`config.mk`:
```
export PLATFORM = sky130hd
export DESIGN_NAME = uart_rx_controller_flat
export DESIGN_NICKNAME = d
export VERILOG_FILES = /design/src/rtl/uart_pkg.sv /design/src/rtl/uart_rx_controller_if.sv /design/src/rtl/uart_rx_controller_baud.sv /design/src/rtl/uart_rx_controller.sv /design/src/flat_wrapper.sv
export SDC_FILE = /design/constraint.sdc
export NUM_CORES = 1
export LEC_CHECK = 0
export ABC_AREA = 1
export BUFFER_PORTS_ARGS = -buffer_cell sky130_fd_sc_hd__buf_4
export CORE_ASPECT_RATIO = 0.8
export CORE_MARGIN = 2
export CORE_UTILIZATION = 59
export CTS_CLUSTER_SIZE = 10
export DETAILED_ROUTE_END_ITERATION = 10
export PLACE_DENSITY = 0.76
export SLEW_MARGIN = 20
export SYNTH_ARGS = -nofsm -noshare
export SYNTH_HDL_FRONTEND = slang
export SYNTH_SLANG_ARGS = --single-unit
```
`constraint.sdc`:
```
create_clock -name clk -period 2.4 [get_ports clk]
set_input_delay 0.48 -clock clk [delete_from_list [all_inputs] [get_ports clk]]
set_output_delay 0.48 -clock clk [all_outputs]
set_load 0.02 [all_outputs]
```
`src/rtl/uart_pkg.sv`:
```
// Shared UART definitions: receive FSM state encoding and common baud constants.
package uart_pkg;

  typedef enum logic [1:0] {
    IDLE  = 2'd0,
    START = 2'd1,
    DATA  = 2'd2,
    STOP  = 2'd3
  } rx_state_e;

  localparam int CLKS_PER_BIT_9600_100M = 10416;

endpackage

```
`src/rtl/uart_rx_controller_if.sv`:
```
// Valid/ready holding-register handshake between the UART receive path and its consumer.
interface uart_rx_controller_if #(
    parameter int DATA_BITS = 8
);

    logic [DATA_BITS-1:0] rx_data;
    logic                 rx_valid;
    logic                 rx_ready;

    modport master (output rx_data, output rx_valid, input rx_ready);
    modport slave  (input rx_data, input rx_valid, output rx_ready);

endinterface

```
`src/rtl/uart_rx_controller_baud.sv`:
```
// Restartable down-counter; tick marks the cycle in which the count has reached zero.
module baud_tick_counter #(
    parameter int CNT_W = 14
) (
    input  logic             clk,
    input  logic             rst_n,
    input  logic             load,
    input  logic [CNT_W-1:0] load_val,
    output logic             tick
);

    logic [CNT_W-1:0] cnt_q;
    logic [CNT_W-1:0] cnt_d;

    assign cnt_d = load ? load_val : cnt_q - CNT_W'(1);

    // NOTE: flops use non-blocking assignments so every register samples pre-edge values.
    always_ff @(posedge clk or negedge rst_n) begin
        if (!rst_n) begin
            cnt_q <= '0;
        end else begin
            cnt_q <= cnt_d;
        end
    end

    assign tick = (cnt_q == '0);

endmodule

```
`src/rtl/uart_rx_controller.sv`:
```
// UART receive sequencer: start-edge detection, mid-bit sampling, frame shift-in and
// delivery through a valid/ready holding register with frame-error and overrun pulses.
module uart_rx_controller
    import uart_pkg::*;
#(
    parameter int CLKS_PER_BIT = CLKS_PER_BIT_9600_100M,
    parameter int DATA_BITS    = 8
) (
    input  logic                        clk,
    input  logic                        rst_n,
    input  logic                        rx,
    uart_rx_controller_if.master        rx_if,
    output logic                        frame_err,
    output logic                        overrun,
    output logic                        busy
);

    localparam int CNT_W = $clog2(CLKS_PER_BIT);
    localparam int BIT_W = $clog2(DATA_BITS);
    localparam int HALF  = CLKS_PER_BIT / 2;

    localparam logic [CNT_W-1:0] BIT_LOAD  = CNT_W'(CLKS_PER_BIT - 1);
    localparam logic [CNT_W-1:0] HALF_LOAD = CNT_W'(HALF - 1);
    localparam logic [BIT_W-1:0] LAST_BIT  = BIT_W'(DATA_BITS - 1);

    rx_state_e            state_q;
    logic                 rx_meta_q, rx_s_q, rx_s_d_q;
    logic [BIT_W-1:0]     bit_cnt_q;
    logic [DATA_BITS-1:0] shift_q;
    logic [DATA_BITS-1:0] rx_data_q;
    logic                 rx_valid_q, frame_err_q, overrun_q;

    logic                 start_edge, tick, load;
    logic [CNT_W-1:0]     load_val;

    // rx is asynchronous to clk; the idle-high reset value avoids a phantom start edge.
    always_ff @(posedge clk or negedge rst_n) begin
        if (!rst_n) begin
            rx_meta_q <= 1'b1;
            rx_s_q    <= 1'b1;
            rx_s_d_q  <= 1'b1;
        end else begin
            rx_meta_q <= rx;
            rx_s_q    <= rx_meta_q;
            rx_s_d_q  <= rx_s_q;
        end
    end

    assign start_edge = !rx_s_q && rx_s_d_q;

    // IDLE pins the counter at zero so each frame starts phase-aligned to its own start edge.
    // NOTE: every output of this block gets a default first, otherwise latches are inferred.
    always_comb begin
        load     = 1'b0;
        load_val = '0;
        case (state_q)
            IDLE: begin
                load = 1'b1;
                if (start_edge) load_val = HALF_LOAD;
            end
            START: begin
                load = tick;
                if (!rx_s_q) load_val = BIT_LOAD;
            end
            DATA: begin
                load     = tick;
                load_val = BIT_LOAD;
            end
            STOP: begin
                load = tick;
            end
            default: ;
        endcase
    end

    baud_tick_counter #(.CNT_W(CNT_W)) u_baud (
        .clk      (clk),
        .rst_n    (rst_n),
        .load     (load),
        .load_val (load_val),
        .tick     (tick)
    );

    always_ff @(posedge clk or negedge rst_n) begin
        if (!rst_n) begin
            state_q     <= IDLE;
            bit_cnt_q   <= '0;
            shift_q     <= '0;
            rx_data_q   <= '0;
            rx_valid_q  <= 1'b0;
            frame_err_q <= 1'b0;
            overrun_q   <= 1'b0;
        end else begin
            frame_err_q <= 1'b0;
            overrun_q   <= 1'b0;
            if (rx_valid_q && rx_if.rx_ready) rx_valid_q <= 1'b0;

            case (state_q)
                IDLE: begin
                    if (start_edge) state_q <= START;
                end
                START: begin
                    if (tick) begin
                        if (!rx_s_q) begin
                            state_q   <= DATA;
                            bit_cnt_q <= '0;
                        end else begin
                            state_q <= IDLE;
                        end
                    end
                end
                DATA: begin
                    if (tick) begin
                        shift_q[bit_cnt_q] <= rx_s_q;
                        bit_cnt_q          <= bit_cnt_q + BIT_W'(1);
                        if (bit_cnt_q == LAST_BIT) state_q <= STOP;
                    end
                end
                STOP: begin
                    if (tick) begin
                        state_q <= IDLE;
                        if (!rx_s_q) begin
                            frame_err_q <= 1'b1;
                        end else if (!rx_valid_q || rx_if.rx_ready) begin
                            // Later assignment overrides the accept-clear above: accept-and-replace.
                            rx_data_q  <= shift_q;
                            rx_valid_q <= 1'b1;
                        end else begin
                            overrun_q <= 1'b1;
                        end
                    end
                end
                default: state_q <= IDLE;
            endcase
        end
    end

    assign rx_if.rx_data  = rx_data_q;
    assign rx_if.rx_valid = rx_valid_q;
    assign frame_err      = frame_err_q;
    assign overrun        = overrun_q;
    assign busy           = (state_q != IDLE);

endmodule

```
`src/flat_wrapper.sv`:
```
// flat-port wrapper written by rule: the top's interface ports become plain ports
module uart_rx_controller_flat import uart_pkg::*;
#(
    parameter int CLKS_PER_BIT = CLKS_PER_BIT_9600_100M,
    parameter int DATA_BITS    = 8
)
  (clk, rst_n, rx, frame_err, overrun, busy, rx_if_rx_data, rx_if_rx_valid, rx_if_rx_ready);
  uart_rx_controller_if #(.DATA_BITS(DATA_BITS)) rx_if_i ();
  input  logic clk;
  input  logic rst_n;
  input  logic rx;
  output logic frame_err;
  output logic overrun;
  output logic busy;
  output wire logic [$bits(rx_if_i.rx_data)-1:0] rx_if_rx_data;
  output wire logic [$bits(rx_if_i.rx_valid)-1:0] rx_if_rx_valid;
  input wire logic [$bits(rx_if_i.rx_ready)-1:0] rx_if_rx_ready;
  assign rx_if_rx_data = rx_if_i.rx_data;
  assign rx_if_rx_valid = rx_if_i.rx_valid;
  assign rx_if_i.rx_ready = rx_if_rx_ready;
  uart_rx_controller #(.CLKS_PER_BIT(CLKS_PER_BIT), .DATA_BITS(DATA_BITS)) u_core (.clk(clk), .rst_n(rst_n), .rx(rx), .rx_if(rx_if_i), .frame_err(frame_err), .overrun(overrun), .busy(busy));
endmodule
```
==> run_results.csv <==
group,metric,value,unit
detailed_routing,ant_nets,0,
setup_path,crit_slowest_cell,"dfrtp_1",
global_routing,grt_usage,22.1,%
placement,io_buffers,15,
placement,post_dp_cell_area,2310,sq um
global_routing,grt_pass1_wl,7050,um
clock_network,insertion_delay,0.29,ns
setup_path,crit_arrival,1.18,ns
global_routing,grt_overflow,0,
status,outcome,"finished, final reports clean",
sta,tightest_slew,0.498,ns
setup_path,r2r_start,"u_core.u_baud.cnt_q[0]",
clock_network,holdBufCountCts,0,
pwr,comb_power_share,41.3,%
final_layout,layout.nets,300,
detailed_routing,dr_total_vias,1673,
pwr,p_switching,1.03,mW
setup_path,crit_path_start,"u_core.state_q[0]",
placement,gp_congestion,0.874,
detailed_routing,wirelength,3910,um
floorplan,die_x,72.0,um
synthesis,synth_seq_cells,41,
placement,hpwl,2830,um
clock_network,numCtsBuffers,5,
setup_path,crit_fanout,5,
clock_network,clock_sinks,41,
synthesis,ys_seq_area_share,47.2,%
clock_network,path_clk_slew,0.08,ns
floorplan,ios,16,
floorplan,row_count,19,
final_layout,drive_gt1_share,17.4,%
synthesis,synth-edff-count,0,
setup_path,worstSetupStartpointType,"flop",
pwr,p_total,2.40,mW
sta,fin_crit_sh,69.0,%
floorplan,initial_core_util,62.4,%
final_layout,stdcell_area,2410,sq um
sta,max_freq,603,MHz
clock_network,cts_tree,"yes",
pwr,power.density,995,nW/um^2
synthesis,synth_cells,273,
synthesis,dominantRegCellSynth,"dfrtp_1",
global_routing,antenna_found_initial,0,
sta,hold_viol,0,
final_layout,final_common_cell,"nand2_1",
pwr,swShare,43.2,%
global_routing,grt_max_degree,42,
floorplan,die_h,58.4,um
synthesis,synth_area,2180,sq um
sta,slew_violations,0,
synthesis,synthArstFlopShare,100,%
setup_path,r2r_cells,7,
final_layout,syn_to_final_growth,10.4,%
synthesis,yosys_warnings,0,
setup_path,path_cells,"inv_1, nand2_1, buf_4",
clock_network,postCtsResizedCells,0,
final_layout,diodes,0,
floorplan,core,3490,sq um
flow_run,cap_violations,0,
pwr,cellLeakagePower,1.27,nW
sta,max_slew_margin,66.8,%
clock_network,clockRootBuffer,"clkbuf_8",
sta,fin_setup_tns,0,ns
pwr,ir_worst_vdd,774,uV
worst_hold_path,min_path_type,"in2async",
setup_path,cp_data_required_time,1.92,ns
setup_path,cp-end-kind,"output port",
sta,setup_viol,0,
setup_path,worstSetupPathType,"reg2out",
clock_network,cts_max_level,2,
pwr,pwr-share-seq,39.1,%
detailed_routing,firstDrtPassIters,4,
synthesis,synth_cell_type_count,27,
pwr,p_int,1.36,mW
global_routing,grt_pass1_vias,1624,
clock_network,postCtsSetupBuffers,0,
detailed_routing,vias_per_cell,4.99,
synthesis,synth_area_per_cell,7.99,sq um
sta,skew,0.00746,ns
synthesis,synth_nets,281,
sta,period_minus_slack,1.66,ns
floorplan,dieArea,4200,sq um
detailed_routing,drc,0,
final_layout,final_cell_mix,"85 x nand2_1, 38 x inv_1, 38 x dfrtp_1",
setup_path,slowest_delay,0.43,ns
pwr,clkPwrFrac,19.5,%
clock_network,cts_buffer_depth,2,
detailed_routing,drtIter0Drc,170,
sta,rsz0062_at_grt,"false",
detailed_routing,wl_per_cell,11.7,um
## synthesized netlist by cell type (2+ instances only)
cell type / instances / area, sq um
nand2_1: 85 / 319
dfrtp_1: 38 / 951
inv_1: 38 / 143
nor2_1: 31 / 116
nand3_1: 27 / 135
o21ai_0: 8 / 40.0
o21ai_2: 8 / 70.1
nor2_4: 6 / 67.6
nor3_1: 5 / 25.0
ha_1: 4 / 50.1
dfstp_2: 3 / 78.8
nand2_4: 3 / 33.8
nand2_2: 2 / 12.5
nor2_2: 2 / 12.5
## cells by family after synthesis
| logic type | synth area share (%) |
|---|---|
| DFF | 47.2 |
| xor gates and xnor gates | 0.402 |
| buffers and inverters | 8.26 |
| adders and majority gates | 2.29 |
| AOI/OAI and AO/OA | 5.51 |
| and+or+nand+nor | 36.3 |
## power by group through the flow
stage                     clock network (mW)  logic, mW  registers [mW]
after floorplan                            0      0.791           0.917
after global placement                     0      0.961           0.943
after detailed placement                   0      0.972           0.946
after CTS                              0.483      0.988           0.934
after global routing                   0.511       1.13           0.954
final                                  0.468      0.990           0.938
## worst paths after layout
check | slack, ns | to
setup / recovery | 0.74 | busy
hold / removal | 0.13 | u_core.u_baud.cnt_q[5]
setup reg to reg | 0.80 | u_core.rx_if.rx_data[4]
hold reg to reg | 0.36 | u_core.rx_s_q
max in group asynchronous | 1.88 | u_core.rx_meta_q
min in group clk | 0.29 | u_core.rx_meta_q
## cell type report
cell class              count  area (sq um)
clock inverters             2          13.8
fillers                   278          1090
flip-flops and latches     41          1030
inverters                  39           146
repair buffers             15           113
clock buffers               6          82.6
multi-input cells         190           971
well taps                  42          52.6
## layer usage
layer / vias up / track usage [%] / wire length (um)
li1: 887 / - / -
met4: 0 / 8.89 / 41
met3: 4 / 6.68 / 233
met5: - / 0 / 0
met1: 747 / 31.7 / 2010
met2: 35 / 31.6 / 1630
## stage by stage
| stage | hold WS [ns] | util (%) | setup WS, ns | std cells |
|---|---|---|---|---|
| finish | 0.134 | 68.9 | 0.743 | 335 |
| global route | 0.189 | 68.9 | 0.651 | 335 |
| CTS | 0.162 | 68.9 | 0.743 | 335 |
| detailed placement | 0.350 | 66.2 | 0.809 | 327 |
| global placement | 0.346 | 66.2 | 0.857 | 327 |
| floorplan | 0.184 | - | 0.974 | 273 |
## flip-flops by register name (all words and copies together) (netlist names), named ones only
name,cells
u_core.bit_cnt_q,3
u_core.frame_err,1
u_core.overrun,1
u_core.rx_if.rx_data,8
u_core.rx_if.rx_valid,1
u_core.rx_meta_q,1
u_core.rx_s_d_q,1
u_core.rx_s_q,1
u_core.shift_q,8
u_core.state_q,1
u_core.u_baud.cnt_q,14
## critical path, delay by kind of cell, from the launching register on
kind | cells | cell delay [ns]
buf+inv | 2 | 0.32
simple gates | 1 | 0.14
flops | 1 | 0.43
(Power assumes the default switching activity.)
